## src/rtl/mem_port_arbiter_if.sv

```systemverilog
// Fetch, data and memory-side req/ack signals of mem_port_arbiter.
// master is the arbiter's view; slave is the requesters-plus-memory environment.
interface mem_port_arbiter_if #(
    parameter int AW = 32,
    parameter int DW = 32
);
    logic          if_req;
    logic [AW-1:0] if_addr;
    logic [DW-1:0] if_rdata;
    logic          if_ack;
    logic          dm_req;
    logic          dm_we;
    logic [AW-1:0] dm_addr;
    logic [DW-1:0] dm_wdata;
    logic [DW-1:0] dm_rdata;
    logic          dm_ack;
    logic          mem_req;
    logic          mem_we;
    logic [AW-1:0] mem_addr;
    logic [DW-1:0] mem_wdata;
    logic [DW-1:0] mem_rdata;
    logic          mem_ack;
    logic          err;
    logic          busy;

    modport master (
        input  if_req, if_addr, dm_req, dm_we, dm_addr, dm_wdata, mem_rdata, mem_ack,
        output if_rdata, if_ack, dm_rdata, dm_ack, mem_req, mem_we, mem_addr, mem_wdata,
               err, busy
    );

    modport slave (
        output if_req, if_addr, dm_req, dm_we, dm_addr, dm_wdata, mem_rdata, mem_ack,
        input  if_rdata, if_ack, dm_rdata, dm_ack, mem_req, mem_we, mem_addr, mem_wdata,
               err, busy
    );
endinterface

```

## src/rtl/mem_port_arbiter.sv

```systemverilog
// Shares one single-ported memory between fetch (read-only) and data (read/write) requesters.
// Latency: req -> mem_req next cycle -> ack one cycle after mem_ack; one transaction in flight.
// Backpressure: losers wait with req held; ARB_TIMEOUT_EN adds a mem_ack timeout abort with err.
module mem_port_arbiter #(
    parameter int AW          = 32,
    parameter int DW          = 32,
    parameter int DATA_STREAK = 4,
    parameter int TIMEOUT     = 64
) (
    input  logic               clk,
    input  logic               reset,
    mem_port_arbiter_if.master bus
);
    localparam int SW = $clog2(DATA_STREAK + 1);

    typedef enum logic [1:0] {
        IDLE  = 2'd0,
        GNT_I = 2'd1,
        GNT_D = 2'd2,
        RESP  = 2'd3
    } state_t;

    state_t        state_q;
    state_t        state_d;
    logic          grant_i;
    logic          grant_d;
    logic          mem_done;
    logic          abort;
    logic          in_gnt;
    logic          data_first;
    logic          tmo_hit;
    logic          resp_d_q;
    logic [SW-1:0] streak_q;
    logic          mem_we_q;
    logic [AW-1:0] mem_addr_q;
    logic [DW-1:0] mem_wdata_q;
    logic [DW-1:0] if_rdata_q;
    logic [DW-1:0] dm_rdata_q;

    assign in_gnt = (state_q == GNT_I) || (state_q == GNT_D);

    // Data normally wins a tie; a saturated streak hands the next grant to fetch.
    assign data_first = bus.dm_req && (!bus.if_req || (streak_q != SW'(DATA_STREAK)));

`ifdef ARB_TIMEOUT_EN
    localparam int TW = $clog2(TIMEOUT + 1);
    logic [TW-1:0] tmo_q;
    logic          err_q;

    assign tmo_hit = (tmo_q == TW'(TIMEOUT - 1));

    always_ff @(posedge clk) begin
        if (reset) begin
            tmo_q <= '0;
            err_q <= 1'b0;
        end else if (grant_i || grant_d) begin
            tmo_q <= '0;
            err_q <= 1'b0;
        end else if (in_gnt) begin
            tmo_q <= tmo_q + 1'b1;
            if (abort) begin
                err_q <= 1'b1;
            end
        end
    end

    assign bus.err = (state_q == RESP) && err_q;
`else
    assign tmo_hit = 1'b0;
    assign bus.err = 1'b0;
`endif

    always_ff @(posedge clk) begin
        if (reset) begin
            state_q <= IDLE;
        end else begin
            state_q <= state_d;
        end
    end

    always_comb begin
        state_d  = state_q;
        grant_i  = 1'b0;
        grant_d  = 1'b0;
        mem_done = 1'b0;
        abort    = 1'b0;
        case (state_q)
            IDLE: begin
                if (data_first) begin
                    grant_d = 1'b1;
                    state_d = GNT_D;
                end else if (bus.if_req) begin
                    grant_i = 1'b1;
                    state_d = GNT_I;
                end
            end
            GNT_I, GNT_D: begin
                if (bus.mem_ack) begin
                    mem_done = 1'b1;
                    state_d  = RESP;
                end else if (tmo_hit) begin
                    abort   = 1'b1;
                    state_d = RESP;
                end
            end
            RESP:    state_d = IDLE;
            default: state_d = IDLE;
        endcase
    end

    always_ff @(posedge clk) begin
        if (reset) begin
            resp_d_q    <= 1'b0;
            streak_q    <= '0;
            mem_we_q    <= 1'b0;
            mem_addr_q  <= '0;
            mem_wdata_q <= '0;
            if_rdata_q  <= '0;
            dm_rdata_q  <= '0;
        end else begin
            if (grant_d) begin
                resp_d_q    <= 1'b1;
                mem_we_q    <= bus.dm_we;
                mem_addr_q  <= bus.dm_addr;
                mem_wdata_q <= bus.dm_wdata;
            end else if (grant_i) begin
                resp_d_q    <= 1'b0;
                mem_we_q    <= 1'b0;
                mem_addr_q  <= bus.if_addr;
                mem_wdata_q <= '0;
            end

            // Streak only counts data grants that made a waiting fetch wait longer.
            if (state_q == IDLE) begin
                if (grant_i || !bus.if_req) begin
                    streak_q <= '0;
                end else if (grant_d && (streak_q != SW'(DATA_STREAK))) begin
                    streak_q <= streak_q + 1'b1;
                end
            end

            if (mem_done) begin
                if (!resp_d_q) begin
                    if_rdata_q <= bus.mem_rdata;
                end else if (!mem_we_q) begin
                    dm_rdata_q <= bus.mem_rdata;
                end
            end else if (abort) begin
                if (resp_d_q) begin
                    dm_rdata_q <= DW'(32'hDEAD_BEEF);
                end else begin
                    if_rdata_q <= DW'(32'hDEAD_BEEF);
                end
            end
        end
    end

    assign bus.mem_req   = in_gnt;
    assign bus.mem_we    = mem_we_q;
    assign bus.mem_addr  = mem_addr_q;
    assign bus.mem_wdata = mem_wdata_q;
    assign bus.if_rdata  = if_rdata_q;
    assign bus.dm_rdata  = dm_rdata_q;
    assign bus.if_ack    = (state_q == RESP) && !resp_d_q;
    assign bus.dm_ack    = (state_q == RESP) && resp_d_q;
    assign bus.busy      = (state_q != IDLE);
endmodule
```

## src/flat_wrapper.sv

```systemverilog
// flat-port wrapper written by rule: the top's interface ports become plain ports
module mem_port_arbiter_flat 
#(
    parameter int AW          = 32,
    parameter int DW          = 32,
    parameter int DATA_STREAK = 4,
    parameter int TIMEOUT     = 64
)
  (clk, reset, bus_if_req, bus_if_addr, bus_dm_req, bus_dm_we, bus_dm_addr, bus_dm_wdata, bus_mem_rdata, bus_mem_ack, bus_if_rdata, bus_if_ack, bus_dm_rdata, bus_dm_ack, bus_mem_req, bus_mem_we, bus_mem_addr, bus_mem_wdata, bus_err, bus_busy);
  mem_port_arbiter_if #(.AW(AW), .DW(DW)) bus_i ();
  input  logic clk;
  input  logic reset;
  input wire logic [$bits(bus_i.if_req)-1:0] bus_if_req;
  input wire logic [$bits(bus_i.if_addr)-1:0] bus_if_addr;
  input wire logic [$bits(bus_i.dm_req)-1:0] bus_dm_req;
  input wire logic [$bits(bus_i.dm_we)-1:0] bus_dm_we;
  input wire logic [$bits(bus_i.dm_addr)-1:0] bus_dm_addr;
  input wire logic [$bits(bus_i.dm_wdata)-1:0] bus_dm_wdata;
  input wire logic [$bits(bus_i.mem_rdata)-1:0] bus_mem_rdata;
  input wire logic [$bits(bus_i.mem_ack)-1:0] bus_mem_ack;
  output wire logic [$bits(bus_i.if_rdata)-1:0] bus_if_rdata;
  output wire logic [$bits(bus_i.if_ack)-1:0] bus_if_ack;
  output wire logic [$bits(bus_i.dm_rdata)-1:0] bus_dm_rdata;
  output wire logic [$bits(bus_i.dm_ack)-1:0] bus_dm_ack;
  output wire logic [$bits(bus_i.mem_req)-1:0] bus_mem_req;
  output wire logic [$bits(bus_i.mem_we)-1:0] bus_mem_we;
  output wire logic [$bits(bus_i.mem_addr)-1:0] bus_mem_addr;
  output wire logic [$bits(bus_i.mem_wdata)-1:0] bus_mem_wdata;
  output wire logic [$bits(bus_i.err)-1:0] bus_err;
  output wire logic [$bits(bus_i.busy)-1:0] bus_busy;
  assign bus_i.if_req = bus_if_req;
  assign bus_i.if_addr = bus_if_addr;
  assign bus_i.dm_req = bus_dm_req;
  assign bus_i.dm_we = bus_dm_we;
  assign bus_i.dm_addr = bus_dm_addr;
  assign bus_i.dm_wdata = bus_dm_wdata;
  assign bus_i.mem_rdata = bus_mem_rdata;
  assign bus_i.mem_ack = bus_mem_ack;
  assign bus_if_rdata = bus_i.if_rdata;
  assign bus_if_ack = bus_i.if_ack;
  assign bus_dm_rdata = bus_i.dm_rdata;
  assign bus_dm_ack = bus_i.dm_ack;
  assign bus_mem_req = bus_i.mem_req;
  assign bus_mem_we = bus_i.mem_we;
  assign bus_mem_addr = bus_i.mem_addr;
  assign bus_mem_wdata = bus_i.mem_wdata;
  assign bus_err = bus_i.err;
  assign bus_busy = bus_i.busy;
  mem_port_arbiter #(.AW(AW), .DW(DW), .DATA_STREAK(DATA_STREAK), .TIMEOUT(TIMEOUT)) u_core (.clk(clk), .reset(reset), .bus(bus_i));
endmodule
```

## config.mk

```make
export PLATFORM = sky130hd
export DESIGN_NAME = mem_port_arbiter_flat
export DESIGN_NICKNAME = d
export VERILOG_FILES = /design/src/rtl/mem_port_arbiter_if.sv /design/src/rtl/mem_port_arbiter.sv /design/src/flat_wrapper.sv
export SDC_FILE = /design/constraint.sdc
export NUM_CORES = 1
export LEC_CHECK = 0
export ABC_CLOCK_PERIOD_IN_PS = 1500
export CAP_MARGIN = 20
export CELL_PAD_IN_SITES_DETAIL_PLACEMENT = 0
export CELL_PAD_IN_SITES_GLOBAL_PLACEMENT = 1
export CORE_MARGIN = 5
export CORE_UTILIZATION = 26
export DETAILED_ROUTE_END_ITERATION = 6
export HOLD_SLACK_MARGIN = 0.12
export PLACE_DENSITY_LB_ADDON = 0.05
export SKIP_CTS_REPAIR_TIMING = 1
export SLEW_MARGIN = 5
export SYNTH_ARGS = -nofsm -noshare
export SYNTH_HDL_FRONTEND = slang
export SYNTH_SLANG_ARGS = --single-unit
```

## constraint.sdc

```tcl
create_clock -name clk -period 1.5 [get_ports clk]
set_input_delay 0.45 -clock clk [delete_from_list [all_inputs] [get_ports clk]]
set_output_delay 0.45 -clock clk [all_outputs]
set_load 0.02 [all_outputs]
```

# Yosys cells after proc, flatten, opt, wreduce, memory -nomap -nowiden

Index checks and enable logic that the tools add are counted.

Bits in registers: 135
Output and inout port bits: 134
Input port bits: 134

Muxes and demuxes: 25
Reductions and logical operators: 18
Equality and inequality tests: 6
Bitwise operators: 2
$add $sub $neg: 1

Operator list:

| kind                                                | count |
|---|---|
| two-way mux 32 bit                                  | 9 |
| two-way mux 1 bit                                   | 10 |
| two-way mux 2 bit                                   | 3 |
| two-way mux 3 bit                                   | 2 |
| case mux 2 bit (3 select lines)                     | 1 |
| AND reduction 2 bit                                 | 3 |
| nonzero test 2 bit                                  | 3 |
| equality test 2 bit, second input constant          | 2 |
| logical AND 1 bit                                   | 4 |
| adder 3 x 1 -> 3 bit, second input constant         | 1 |
| logical OR 1 bit                                    | 3 |
| != test 3 x 2 -> 1 bit, second input constant       | 1 |
| != test 3 bit, second input constant                | 1 |
| AND reduction 3 bit                                 | 1 |
| equality test 2 x 1 -> 1 bit, second input constant | 1 |
| zero test 1 bit                                     | 2 |
| zero test 2 bit                                     | 1 |
| != test 2 bit, second input constant                | 1 |
| inverter 1 bit                                      | 2 |
| OR reduction 2 bit                                  | 1 |

# Logic depth before layout (Yosys ltp)

Depth after elaboration: 8
Gate-level depth with buffers: 7
Mapped depth without buffers: 5

# Worst setup path before layout

OpenSTA, ideal clock, no wires.

Kind: register to register
Start: reg u_core.state_q[0]
End: reg u_core.dm_rdata_q[0], in the netlist u_core.bus.dm_rdata[0]
Required time: 1430 ps
Data arrival time: 1567 ps
Path slack: -138 ps
Cell stages (with the launch flop): 8
Cell sequence: dfxtp_1 inv_1 ha_1 and4b_1 clkbuf_1 buf_2 nand2_1 a21oi_1

Longest elaborated chain between the ends: 4
Elaborated cells between the ends (all ways): 5

Ends and longest elaborated chain:

| element                                                             | RTL line                | text |
|---|---|---|
| start: declaration                                                  | mem_port_arbiter.sv:23  | `state_t state_q;` |
| start signal: assignment                                            | mem_port_arbiter.sv:77  | `state_q <= state_d;` |
| equality test 2 bit or equality test 2 x 1 -> 1 bit (tied branches) | mem_port_arbiter.sv:87  | `case (state_q)` |
| OR reduction 2 bit (*)                                              | mem_port_arbiter.sv:87  |  |
| two-way mux 1 bit (*)                                               | mem_port_arbiter.sv:87  |  |
| AND reduction 3 bit (no source line) (*)                            | -                       |  |
| end signal: assignment                                              | mem_port_arbiter.sv:146 | `dm_rdata_q <= bus.mem_rdata;` |
| end signal: assignment                                              | mem_port_arbiter.sv:150 | `dm_rdata_q <= DW'(32'hDEAD_BEEF);` |
| end: declaration                                                    | mem_port_arbiter.sv:38  | `logic [DW-1:0] dm_rdata_q;` |

Mark *: on every way between the ends. The rest lies on a longest branch, timed or not.
A chain may end at the register's enable or synchronous reset.

# Worst setup path after layout

Start: reg u_core.state_q[0]
End: out bus_mem_req

Longest elaborated chain between the ends: 2
Elaborated cells between the ends (all ways): 3

Ends and longest elaborated chain:

| element                                                             | RTL line               | text |
|---|---|---|
| equality test 2 x 1 -> 1 bit or equality test 2 bit (tied branches) | mem_port_arbiter.sv:40 | `assign in_gnt = (state_q == GNT_I) \|\| (state_q == GNT_D);` |
| logical OR 1 bit (*)                                                | mem_port_arbiter.sv:40 |  |
| end: declaration                                                    | flat_wrapper.sv:25     | `output wire logic [$bits(bus_i.mem_req)-1:0] bus_mem_req;` |

Marked as above.

==> flow_summary_export.csv <==
group,metric,value,unit
die,start_util,0.2660,
routing,wl_per_cell,18.78,µm
finish,synthToLayoutAreaGrowth,85.33,%
power_and_ir_drop,p_clk_frac,0.251,
logic_synthesis,ys_top_cells_by_area,"dfxtp_1 (50%), nand2_1 (9.1%), a311oi_2 (7.7%)",
grt,antenna_found_initial,0,
critical_path,path_cells,"inv_4 > ha_4 > buf_2",
power_and_ir_drop,p_per_area,1657,nW/µm²
die,num_rows,52,
cts,cts_sinks,135,
power_and_ir_drop,p_leak,4.942,nW
logic_synthesis,syn_area_per_cell,8.639,µm²
cts,cts_max_level,4,
grt,grt_usage,0.1647,
power_and_ir_drop,p_int,10.38,mW
critical_path,critical_path.startpoint_type,"register",
cts,path_clk_slew,0.07,ns
logic_synthesis,synth_nets,768,
power_and_ir_drop,combPwrFrac,0.463,
logic_synthesis,ys.flop_type,"dfxtp_1",
timing,final.setup.worst_slack,-0.2173,ns
timing,finalSetupTns,-2.838,ns
timing,whs,0.4507,ns
grt,grt_overflow_total,0,
cts,cts-buffers-inserted,17,
placed_design,place_congestion,0.7961,
placed_design,io_buffers,266,
finish,drive_above_1_share,0.2822,
routing,wirelength,22440,µm
die,die_h,154.6,µm
critical_path,critical_path_class,"reg2out",
logic_synthesis,synth_top_cell_area_share,0.4974,
critical_path,worstPathRequired,1.05,ns
power_and_ir_drop,totalPowerFinal,16.68,mW
cts,cts_tree,"done",
grt,grt_pass1_wl,31570,µm
grt,grt_max_degree,65,
die,die_width,154.6,µm
die,dieArea,23890,µm²
placed_design,postPlaceCellArea,8578,µm²
placed_design,dp_cells,1137,
timing,fin_skew,0.01014,ns
timing,rsz0062_at_grt,"yes",
logic_synthesis,synth_area_leader_cell,"dfxtp_1",
power_and_ir_drop,vdd_drop_max,0.8684,mV
timing,maxSlewViolCount,0,
logic_synthesis,synth_area,5434,µm²
grt,grt_pass1_vias,5718,
logic_synthesis,synth-seq-cells,135,
routing,ant_nets,0,
critical_path,crit_path_end_kind,"output port",
timing,period_needed,1.717,ns
die,io_pins,268,
routing,drc,0,
finish,fin_area,10070,µm²
finish,nets,1051,
routing,drt-pass1-iter-count,4,
finish,stdcell_count,1195,
logic_synthesis,synth_cell_type_count,36,
routing,first_iter_violations,221,
logic_synthesis,syn_inst,629,
critical_path,critPathSlowestCell,"dfxtp_4",
power_and_ir_drop,p_switching,6.300,mW
run_status,violations,"setup timing",
finish,antennaDiodeCount,0,
timing,hold_viol,0,
cts,clk_path_buf_depth,2,
worst_hold_path,min_path_type,"reg2reg",
timing,fin_crit_sh,1.145,
cts,clkLatencyLatePin,0.42,ns
die,coreArea,20430,µm²
cts,cts_root_buffer,"clkbuf_16",
power_and_ir_drop,pwr-share-seq,0.287,
logic_synthesis,synth_warnings,0,
critical_path,worstPathArrival,1.27,ns
routing,dr_total_vias,5794,
power_and_ir_drop,switching_share,0.3776,
critical_path,crit_fanout,4,
placed_design,dp_hpwl,13880,µm
job,cap_violations,0,
run_status,status,"finished, violations left",
logic_synthesis,synth_edf_count,0,
routing,vias_per_cell,4.849,
logic_synthesis,ys_seq_area_frac,0.4974,
logic_synthesis,async_reset_ff_frac,0,
critical_path,crit_path_max_incr_delay,0.38,ns
timing,clock.fmax,582.3,MHz
timing,timing.final.setup_violations,69,
## flip-flops by register name, indices dropped and copies added (netlist names)
signal	count
u_core.bus.dm_rdata	32
u_core.bus.if_rdata	32
u_core.bus.mem_addr	32
u_core.bus.mem_wdata	32
u_core.bus.mem_we	1
u_core.resp_d_q	1
u_core.state_q	2
u_core.streak_q	3
## cell families (layout without fill, tap and decap cells)
kind of cell               count (synthesis)  after routing  share of synthesized area
and+or+nand+nor                          246            247                     0.1861
muxes                                      2              2                   0.003684
buffers and inverters                     67            362                    0.05872
other                                      1              1                  0.0006901
xor gates and xnor gates                   2              2                   0.003224
DFF                                      135            135                     0.4974
AOI/OAI and AO/OA                        171            171                     0.2388
adders and majority gates                  5              5                    0.01151
## area by class of cell
type	count	area [µm²]
fill	1955	10360
timing repair buffer	324	3525
multi-input combinational	428	2882
sequential	135	2710
clock buffer	19	452.9
tap	270	337.8
clock inverter	13	133.9
inverter	6	30.03
## metrics by stage
step           setup slack [ns]  utilization
6_report                -0.2173       0.4930
4_1_cts                 -0.7549       0.4486
2_1_floorplan           0.02032            -
5_1_grt                 -0.2757       0.4930
3_5_place_dp            -0.4066       0.4199
3_3_place_gp            -0.3984       0.4199
## placed cells by master (no fill, tap or decap), drive strengths merged, types with 3 or more instances in the layout
cell           instances
dfxtp                135
nand3                 33
ha                     5
clkdlybuf4s50        130
clkinv                 3
and2                   4
dlymetal6s2s          80
nor2                  66
inv                   12
buf                   49
a32oi                 33
o21ai                 34
a21oi                 65
nor3                   4
clkinvlp               3
clkbuf                84
nand2                132
a311oi                33
## worst paths after layout
kind / start / endpoint / slack, ns / depth (start not counted)
worst min register to register: u_core.bus.dm_rdata[0] / u_core.bus.dm_rdata[0] / 0.45 / 2
worst max register to register: u_core.state_q[0] / u_core.bus.if_rdata[22] / -0.09 / 7
worst min-delay path: u_core.bus.dm_rdata[0] / u_core.bus.dm_rdata[0] / 0.45 / 2
worst max-delay path: u_core.state_q[0] / bus_mem_req / -0.22 / 3
## metal layers
layer  vias to the layer above  wire, µm  GRT usage
met4                         0       261    0.04247
met1                      2806      9489     0.2026
met5                         -         0          0
met2                       182     10890     0.2641
met3                        22      1800    0.07320
li1                       2784         -          -
## synthesized netlist by cell type (6+ instances only)
cell / n
clkbuf_1: 24
a32oi_1: 33
buf_2: 27
a21oi_1: 65
a311oi_2: 28
inv_1: 6
o21ai_1: 13
nand3_1: 33
nor2_1: 66
dfxtp_1: 135
nand2_1: 132
o21ai_0: 21
## power by group through the flow
stage | Combinational (mW) | Clock [mW] | Sequential [mW]
6_report | 7.72 | 4.18 | 4.78
3_3_place_gp | 6.17 | 0 | 4.71
4_1_cts | 6.29 | 4.28 | 4.67
5_1_grt | 8.23 | 4.45 | 4.88
3_5_place_dp | 6.26 | 0 | 4.74
2_1_floorplan | 2.65 | 0 | 5.51
## critical path: cells and delay by family (launching register included)
kind	cells	cell delay (ns)
fa+ha+maj	1	0.27
buf+inv	2	0.21
flops	1	0.38
(Power assumes the default switching activity.)
